## src/rtl/irq_priority_encoder.sv

```systemverilog
// ---------------------------------------------------------------------------
// irq_priority_encoder
//
// Encoder counterpart to the 2-to-4 active-low decoder. Four one-cold
// request lines are synchronized into the clk domain and latched into a
// pending register. The highest-index unmasked pending request is presented
// as a 2-bit code with a valid/ack handshake. The result drives the LC-3
// control unit's interrupt/service-select path.
//
// Parameters:
//   SYNC_STAGES - synchronizer flops per request line (2..4)
//   EDGE_MODE   - 1: a falling edge of a synchronized request sets pending
//                 0: pending is set every cycle the synchronized request is low
//
// Ports:
//   clk      in   1  system clock, rising edge
//   reset_n  in   1  asynchronous active-low reset
//   req_n    in   4  active-low requests, asynchronous to clk
//   mask     in   4  1 = request not eligible for presentation (still latched)
//   enable   in   1  1 = a new presentation may start
//   ack      in   1  consumer accepts the presented code (used only while valid)
//   valid    out  1  code is valid and held
//   code     out  2  index of the presented request
//   pending  out  4  pending register, active-high, one bit per request
// ---------------------------------------------------------------------------
module irq_priority_encoder #(
  parameter int SYNC_STAGES = 2,
  parameter bit EDGE_MODE   = 1'b1
) (
  input  logic       clk,
  input  logic       reset_n,
  input  logic [3:0] req_n,
  input  logic [3:0] mask,
  input  logic       enable,
  input  logic       ack,
  output logic       valid,
  output logic [1:0] code,
  output logic [3:0] pending
);

  typedef enum logic {
    IDLE,
    PRESENT
  } state_t;

  state_t     state, state_next;
  logic [1:0] code_next;
  logic [3:0] sync_q [SYNC_STAGES];
  logic [3:0] sreq_n;
  logic [3:0] prev_n;
  logic [3:0] set;
  logic [3:0] clr;
  logic [3:0] eligible;
  logic [1:0] prio_code;

  // Synchronizer chain plus one extra flop of history for edge detection.
  // Everything resets to 1 so that a line held low through reset is seen as
  // a fresh falling edge once reset is released.
  always_ff @(posedge clk or negedge reset_n) begin
    if (!reset_n) begin
      for (int s = 0; s < SYNC_STAGES; s++) begin
        sync_q[s] <= 4'hF;
      end
      prev_n <= 4'hF;
    end else begin
      sync_q[0] <= req_n;
      for (int s = 1; s < SYNC_STAGES; s++) begin
        sync_q[s] <= sync_q[s-1];
      end
      prev_n <= sreq_n;
    end
  end

  assign sreq_n = sync_q[SYNC_STAGES-1];

  // Set term: either a high-to-low transition or simply a low level.
  assign set = EDGE_MODE ? (prev_n & ~sreq_n) : ~sreq_n;

  // Clear term: only the bit currently being acknowledged is cleared.
  always_comb begin
    clr = 4'b0000;
    if (valid && ack) begin
      clr[code] = 1'b1;
    end
  end

  // Pending register. Set dominates a simultaneous clear so a new request
  // arriving in the ack cycle is not lost.
  always_ff @(posedge clk or negedge reset_n) begin
    if (!reset_n) begin
      pending <= 4'b0000;
    end else begin
      pending <= set | (pending & ~clr);
    end
  end

  // Fixed priority: highest index wins among unmasked pending requests.
  assign eligible = pending & ~mask;

  always_comb begin
    prio_code = 2'd0;
    if (eligible[3]) begin
      prio_code = 2'd3;
    end else if (eligible[2]) begin
      prio_code = 2'd2;
    end else if (eligible[1]) begin
      prio_code = 2'd1;
    end
  end

  // Handshake FSM next-state logic. The code is captured only on the
  // IDLE->PRESENT transition, so mask/enable/pending changes during PRESENT
  // cannot disturb it. Returning through IDLE guarantees a valid-low gap.
  always_comb begin
    state_next = state;
    code_next  = code;
    case (state)
      IDLE: begin
        if (enable && (eligible != 4'b0000)) begin
          state_next = PRESENT;
          code_next  = prio_code;
        end
      end
      PRESENT: begin
        if (ack) begin
          state_next = IDLE;
        end
      end
      default: begin
        state_next = IDLE;
      end
    endcase
  end

  // FSM state and presented code registers.
  always_ff @(posedge clk or negedge reset_n) begin
    if (!reset_n) begin
      state <= IDLE;
      code  <= 2'b00;
    end else begin
      state <= state_next;
      code  <= code_next;
    end
  end

  // valid decodes straight from the state flop so reset drops it at once.
  assign valid = (state == PRESENT);

endmodule
```

## config.mk

```make
export PLATFORM = sky130hd
export DESIGN_NAME = irq_priority_encoder
export DESIGN_NICKNAME = d
export VERILOG_FILES = /design/src/rtl/irq_priority_encoder.sv
export SDC_FILE = /design/constraint.sdc
export NUM_CORES = 1
export LEC_CHECK = 0
export CORE_MARGIN = 2
export CORE_UTILIZATION = 32
export DETAILED_ROUTE_END_ITERATION = 16
export GPL_ROUTABILITY_DRIVEN = 0
export PLACE_DENSITY_LB_ADDON = 0.12
export SLEW_MARGIN = 10
export SYNTH_ARGS = -nofsm -noshare
export SYNTH_HDL_FRONTEND = slang
export SYNTH_SLANG_ARGS = --single-unit
export TNS_END_PERCENT = 100
```

## constraint.sdc

```tcl
create_clock -name clk -period 2.12 [get_ports clk]
set_clock_uncertainty 0.2 [all_clocks]
set_input_delay 0.424 -clock clk [delete_from_list [all_inputs] [get_ports clk]]
set_output_delay 0.424 -clock clk [all_outputs]
set_load 0.01 [all_outputs]
```

After elaboration in Yosys (flattened, before gate mapping)
Index checks and enable logic that the tools add are counted.
{"block": "totals", "input_bits": 12, "word_cells": 30, "out_inout_bits": 7, "reg_bits": 19}
{"block": "op_classes", "mux": 9, "magnitude_cmp": 2, "n_bitwise": 8, "n_reduce_logical": 5}
{"cell": "$and 4x4->4", "n": 3}
{"cell": "$not 4->4", "n": 3}
{"cell": "$mux 1", "n": 4}
{"cell": "$mux 2", "n": 2}
{"cell": "$mux 4", "n": 1}
{"cell": "$or 4x4->4", "n": 1}
{"cell": "$reduce_bool 4->1", "n": 1}
{"cell": "$logic_and 1x1->1", "n": 3}
{"cell": "$lt 2x3->1 const B", "n": 1}
{"cell": "$demux 1 s2", "n": 1}
{"cell": "$ge 2x1->1 const B", "n": 1}
{"cell": "$pmux 1 s2", "n": 1}
{"cell": "$reduce_and 2->1", "n": 1}
{"cell": "$not 1->1", "n": 1}

Logic depth before layout (Yosys ltp)
Gate-level depths: netlist (run 1).
{"block": "logic_depth", "word_depth": 8, "depth_mapped": 3}

Least setup slack after synthesis (run 1)
No wires, ideal clock.
{"block": "synth_path", "path_type": "reg-to-reg", "startpoint": "reg state (netlist: valid)", "endpoint": "reg code[0]", "path_slack_ps": 963, "t_arrival_ps": 878, "stages_incl_launch_ff": 4, "path_buffers": 0, "setup_ps": 80, "path_cell_list": "dfrtp_1 > nand2b_4 > a2bb2oi_2 > o22ai_2"}
{"block": "synth_via", "elab_chain_cells": 2}
{"item": "from (decl)", "line_no": "46", "text": "state_t state, state_next;"}
{"item": "from (signal assigned)", "line_no": "141", "text": "state <= state_next;"}
{"item": "$not 1->1 (no source line)"}
{"item": "$reduce_and 2->1 (no source line)"}
{"item": "to (signal assigned)", "line_no": "142", "text": "code <= code_next;"}
{"item": "to (decl)", "line_no": "37", "text": "output logic [1:0] code,"}
Every way passes these cells.
A chain may end at the register's enable or synchronous reset.

Worst setup path after layout (run 1)
{"block": "layout_path", "startpoint": "reg state (netlist: valid)", "endpoint": "out valid"}
{"item": "to (decl)", "line_no": "36", "text": "output logic valid,"}
No word-level cell between the ends.

==> impl_metrics.env, run 1 <==
export IMPL_nNetsFinal=86
export IMPL_placementRows=16
export IMPL_fin_crit_ps=1930
export IMPL_grt_first_pass_wirelength_um=2070
export IMPL_crit_path_end_kind="output pin"
export IMPL_hp_start="sync_q[4]"
export IMPL_cts_repair_resized=0
export IMPL_maxCapViolCount=0
export IMPL_clkSinkCount=19
export IMPL_syn_num_nets=62
export IMPL_worstSkewPairLatency_ps=290
export IMPL_drt_iter0_drc=0
export IMPL_cts_htree_levels=1
export IMPL_grt_overflow_total=0
export IMPL_crit_required_ps=1500
export IMPL_cp_data_arrival_time_ps=1310
export IMPL_critPathLaunchType="flip-flop"
export IMPL_critPathBufInv=1
export IMPL_cts_setup_buffers=0
export IMPL_critPathMaxStageDelay_ps=570
export IMPL_drc_errors=0
export IMPL_grt_start_max_net_pins=20
export IMPL_power_density_nw_per_um2=1100
export IMPL_ys_ff_latch=19
export IMPL_grtUsageTotal=0.114
export IMPL_p_switching_uw=302
export IMPL_fp_dieArea_um2=2500
export IMPL_ys_seq_area_frac=0.726
export IMPL_fin_tns_setup_ps=0
export IMPL_rsz0062_at_grt="no"
export IMPL_crit_slowest_cell="clkdlybuf4s50_1"
export IMPL_ant_nets=0
export IMPL_setup_viol=0
export IMPL_synth_area_mux_share=0
export IMPL_path_cells="clkdlybuf4s50_1"
export IMPL_synth_xor_area_share=0
export IMPL_ctsHoldBuffers=0
export IMPL_max_freq_mhz=518
export IMPL_drv_slew=0
export IMPL_r2r_start="pending[2]"
export IMPL_synthSimpleGateAreaFrac=0.106
export IMPL_slew_headroom=0.848
export IMPL_antenna_found_initial=0
export IMPL_fp_dieW_um=50.0
export IMPL_peakVddDrop_mv=0.613
export IMPL_synth_adder_area_share=0
export IMPL_p_int_uw=710
export IMPL_seqPwrFrac=0.501
export IMPL_cts_root_buffer="clkbuf_4"
export IMPL_crit_family="buffers and inverters"
export IMPL_antenna_cells=0
export IMPL_drive_above_1_share=0.260
export IMPL_vias_per_cell=4.39
export IMPL_fin_crit_sh=0.911
export IMPL_outcome="finished, final reports clean"
export IMPL_synth_compound_area_share=0.135
export IMPL_hpwlAfterDp_um=833
export IMPL_ys_warn_count=0
export IMPL_sw_frac_of_total=0.299
export IMPL_path_max_fanout=6
export IMPL_ys_types=16
export IMPL_avgSynthCellArea_um2=13.5
export IMPL_crit_type="flip-flop to output pin"
export IMPL_clk_pin_slew_ps=100
export IMPL_cts_tree="built"
export IMPL_num_vias=439
export IMPL_die_y_um=50.0
export IMPL_hold_path_class="flip-flop to flip-flop"
export IMPL_first_global_vias=479
export IMPL_cts_made_buffers=3
export IMPL_syn2layout_area_growth_pct=36.7
export IMPL_core_um2=1980
export IMPL_io_pins=19
export IMPL_crit_start="valid"
export IMPL_wirelength_um=1090
export IMPL_finish_utilization=0.466
export IMPL_power_leakage_uw=0.000376
export IMPL_syn_area_um2=676
export IMPL_dr_pass1_iters=1
export IMPL_wl_per_cell_um=10.9
export IMPL_port_buffers=18
export IMPL_combPwrFrac=0.327
export IMPL_synth_top_family_by_area="compound AO/OA/AOI/OAI gates"
export IMPL_tightestPinTransition_ps=228
export IMPL_p_clk_frac=0.172
export IMPL_synth_cells=50
export IMPL_finalHoldViolCount=0
export IMPL_start_util=0.341
export IMPL_cts_path_max_buffers=2
## power groups by stage
| stage | sequential (µW) | clock [µW] | combinational, µW |
|---|---|---|---|
| 6_report | 506 | 174 | 331 |
| 5_1_grt | 523 | 200 | 369 |
| 4_1_cts | 509 | 185 | 337 |
| 3_5_place_dp | 515 | 0 | 336 |
| 3_3_place_gp | 513 | 0 | 333 |
| 2_1_floorplan | 526 | 0 | 135 |
## stage by stage
stage | setup slack, ps | hold WS [ps] | cells | power (µW) | cell area [µm²]
floorplan | 963 | -71.6 | 50 | 662 | 676
global placement | 464 | 146 | 96 | 846 | 897
detailed placement | 451 | 147 | 96 | 851 | 897
CTS | 168 | 162 | 100 | 1030 | 923
global route | 107 | 165 | 100 | 1090 | 923
finish | 189 | 161 | 100 | 1010 | 923
## worst paths after layout
check	depth (start not counted)	end	slack, ps
min in group asynchronous	2	pending[1]	250
worst max register to register	3	valid	890
worst min-delay path	0	sreq_n[0]	160
worst max-delay path	1	valid	190
max in group asynchronous	2	sreq_n[2]	1220
worst min register to register	0	sreq_n[0]	160
## Yosys cell counts
cell / instances / area, µm²
dfstp_2: 12 / 315
nand2b_4: 1 / 13.8
o21ai_0: 4 / 20.0
nand3_1: 1 / 5.00
nand3b_1: 1 / 7.51
inv_1: 6 / 22.5
o21ai_1: 6 / 30.0
dfrtp_1: 7 / 175
a2bb2oi_2: 1 / 15.0
nand2b_1: 2 / 12.5
o22ai_2: 1 / 12.5
nor2_1: 2 / 7.51
and2_0: 1 / 6.26
nor2b_1: 3 / 18.8
a21oi_1: 1 / 5.00
o221ai_1: 1 / 8.76
## registers in the layout, summed over array words and instances, names as in the netlist
register / count
prev_n: 4
code: 2
pending: 4
sreq_n: 4
valid: 1
sync_q: 4
## final cells by class
class	instances	area [µm²]
fillers	182	1060
flip-flops and latches	19	490
repair buffers	19	188
multi-input cells	25	163
well taps	27	33.8
clock buffers	4	26.3
inverters	6	22.5
## logic make-up after synthesis
kind of cell,after synthesis
buf+inv,6
flops,19
compound gates,14
simple gates,11
## cell usage in the layout (no fill, tap or decap), drive strengths merged
cell type,netlist,layout
a21oi,1,1
a2bb2oi,1,1
and2,1,1
buf,0,1
clkbuf,0,4
clkdlybuf4s50,0,18
dfrtp,7,7
dfstp,12,12
inv,6,6
nand2b,3,3
nand3,1,1
nand3b,1,1
nor2,2,2
nor2b,3,3
o21ai,10,10
o221ai,1,1
o22ai,1,1
## metal layers
layer	up-vias	wire (µm)	GRT usage
li1	211	-	-
met1	211	474	0.125
met2	13	537	0.189
met3	4	49	0.0273
met4	0	31	0.0833
met5	-	0	0
No activity file was read; power rests on OpenSTA's default activity.
==> run 2, diff against run 1 <==
--- a/config.mk
+++ b/config.mk
@@ -10,6 +10,7 @@
 export DETAILED_ROUTE_END_ITERATION = 16
 export GPL_ROUTABILITY_DRIVEN = 0
 export PLACE_DENSITY_LB_ADDON = 0.12
+export SETUP_SLACK_MARGIN = 0.5
 export SLEW_MARGIN = 10
 export SYNTH_ARGS = -nofsm -noshare
 export SYNTH_HDL_FRONTEND = slang
==> impl_metrics.env, run 2 (synthesis results as in run 1) <==
export IMPL_timing_rr_end="pending[2]"
export IMPL_min_to="sreq_n[0]"
export IMPL_port_buffers=18
export IMPL_cts_root_buffer="clkbuf_4"
export IMPL_drive_above_1_share=0.321
export IMPL_die_y_um=50.0
export IMPL_cts_made_buffers=3
export IMPL_clkSinkCount=19
export IMPL_grt_first_pass_wirelength_um=2150
export IMPL_cp_data_arrival_time_ps=930
export IMPL_dr_pass1_iters=3
export IMPL_path_cells="clkdlybuf4s15_1"
export IMPL_seqPwrFrac=0.459
export IMPL_cp_depth=1
export IMPL_final_cell_mix="dfstp_2, clkdlybuf4s50_1"
export IMPL_fin_crit_sh=0.735
export IMPL_combPwrFrac=0.376
export IMPL_rsz0062_at_grt="no"
export IMPL_regToRegSetupSlack_ps=830
export IMPL_grt_overflow_total=0
export IMPL_r2r_start="code[0]"
export IMPL_syn2layout_area_growth_pct=42.8
export IMPL_power_density_nw_per_um2=1090
export IMPL_cts_htree_levels=1
export IMPL_power_leakage_uw=0.000409
export IMPL_vias_per_cell=4.43
export IMPL_clk_pin_slew_ps=90
export IMPL_placementRows=16
export IMPL_num_vias=465
export IMPL_cts_tree="built"
export IMPL_start_util=0.341
export IMPL_setup_viol=0
export IMPL_worstSkewPairLatency_ps=290
export IMPL_crit_family="flip-flops"
export IMPL_critPathMaxStageDelay_ps=410
export IMPL_nNetsFinal=91
export IMPL_wirelength_um=1150
export IMPL_drc_errors=0
export IMPL_hp_start="sync_q[4]"
export IMPL_fp_dieW_um=50.0
export IMPL_antenna_cells=0
export IMPL_ant_nets=0
export IMPL_critPathLaunchType="flip-flop"
export IMPL_hold_path_class="flip-flop to flip-flop"
export IMPL_layout_commonest_cell="dfstp_2"
export IMPL_sw_frac_of_total=0.301
export IMPL_outcome="finished, final reports clean"
export IMPL_finish_utilization=0.487
export IMPL_fin_crit_ps=1560
export IMPL_tightestPinTransition_ps=225
export IMPL_slew_headroom=0.850
export IMPL_holdWs_ps=161
export IMPL_ctsHoldBuffers=0
export IMPL_p_switching_uw=317
export IMPL_crit_type="flip-flop to output pin"
export IMPL_crit_slowest_cell="dfrtp_1"
export IMPL_path_max_fanout=3
export IMPL_first_global_vias=501
export IMPL_worst_hold_path_num_cells=0
export IMPL_ff2ff_path_depth=4
export IMPL_grtUsageTotal=0.117
export IMPL_peakVddDrop_mv=0.628
export IMPL_hpwlAfterDp_um=833
export IMPL_wl_per_cell_um=10.9
export IMPL_drv_slew=0
export IMPL_antenna_found_initial=0
export IMPL_crit_path_end_kind="output pin"
export IMPL_max_freq_mhz=642
export IMPL_io_pins=19
export IMPL_drt_iter0_drc=1
export IMPL_final_area_um2=965
export IMPL_maxCapViolCount=0
export IMPL_fin_tns_setup_ps=0
export IMPL_p_int_uw=736
export IMPL_fp_dieArea_um2=2500
export IMPL_core_um2=1980
export IMPL_power_uw=1050
export IMPL_grt_start_max_net_pins=20
export IMPL_post_dp_cell_area_um2=897
export IMPL_fill_cells=180
export IMPL_p_clk_frac=0.165
export IMPL_critPathBufInv=1
export IMPL_cts_path_max_buffers=2
export IMPL_crit_required_ps=1500
export IMPL_finalHoldViolCount=0
-- run 2: changes by cell type in the layout (fill, tap and decap cells not counted) --
cell	previous run	this run
clkdlybuf4s50_1	18	11
clkdlybuf4s15_1	0	6
buf_4	1	6
dfrtp_1	7	6
dfrtp_2	0	1
dlymetal6s2s_1	0	1
-- run 2: cell type report --
type                    instances  area (µm²)  share of cell area
repair buffers                 24         228               0.236
flip-flops and latches         19         492               0.510
well taps                      27        33.8              0.0350
inverters                       6        22.5              0.0233
multi-input cells              25         163               0.169
clock buffers                   4        26.3              0.0272
-- run 2: power by group through the flow --
stage / clock (µW) / combinational [µW] / sequential [µW]
final: 174 / 396 / 484
after global routing: 200 / 440 / 495
after CTS: 185 / 388 / 483
after detailed placement: 0 / 336 / 515
after global placement: 0 / 333 / 513
after floorplan: 0 / 135 / 526
-- run 2: worst max path at each step --
stage	slack, ps	start	endpoint
after floorplan	960	valid	code[0]
after global placement	460	enable	valid
after detailed placement	450	enable	valid
after CTS	300	valid	valid
after global routing	500	pending[3]	pending[3]
final	560	pending[2]	pending[2]
-- run 2: metal layers --
layer / GRT usage / part of all wire / vias up
li1: - / - / 221
met1: 0.129 / 0.42 / 227
met2: 0.198 / 0.50 / 13
met3: 0.0273 / 0.045 / 4
met4: 0.0833 / 0.031 / 0
met5: 0 / 0 / -
-- run 2: what timing repair did --
item / in CTS / in global routing
pin swaps: 0 / 0
setup buffers: 4 / 1
gates resized for setup: 8 / 6
setup endpoints to repair: 7 / 6
-- run 2: per-stage QoR --
| stage | cells | setup WS, ps |
|---|---|---|
| floorplan | 50 | 963 |
| global placement | 96 | 464 |
| detailed placement | 96 | 451 |
| CTS | 104 | 301 |
| global route | 105 | 505 |
| finish | 105 | 563 |
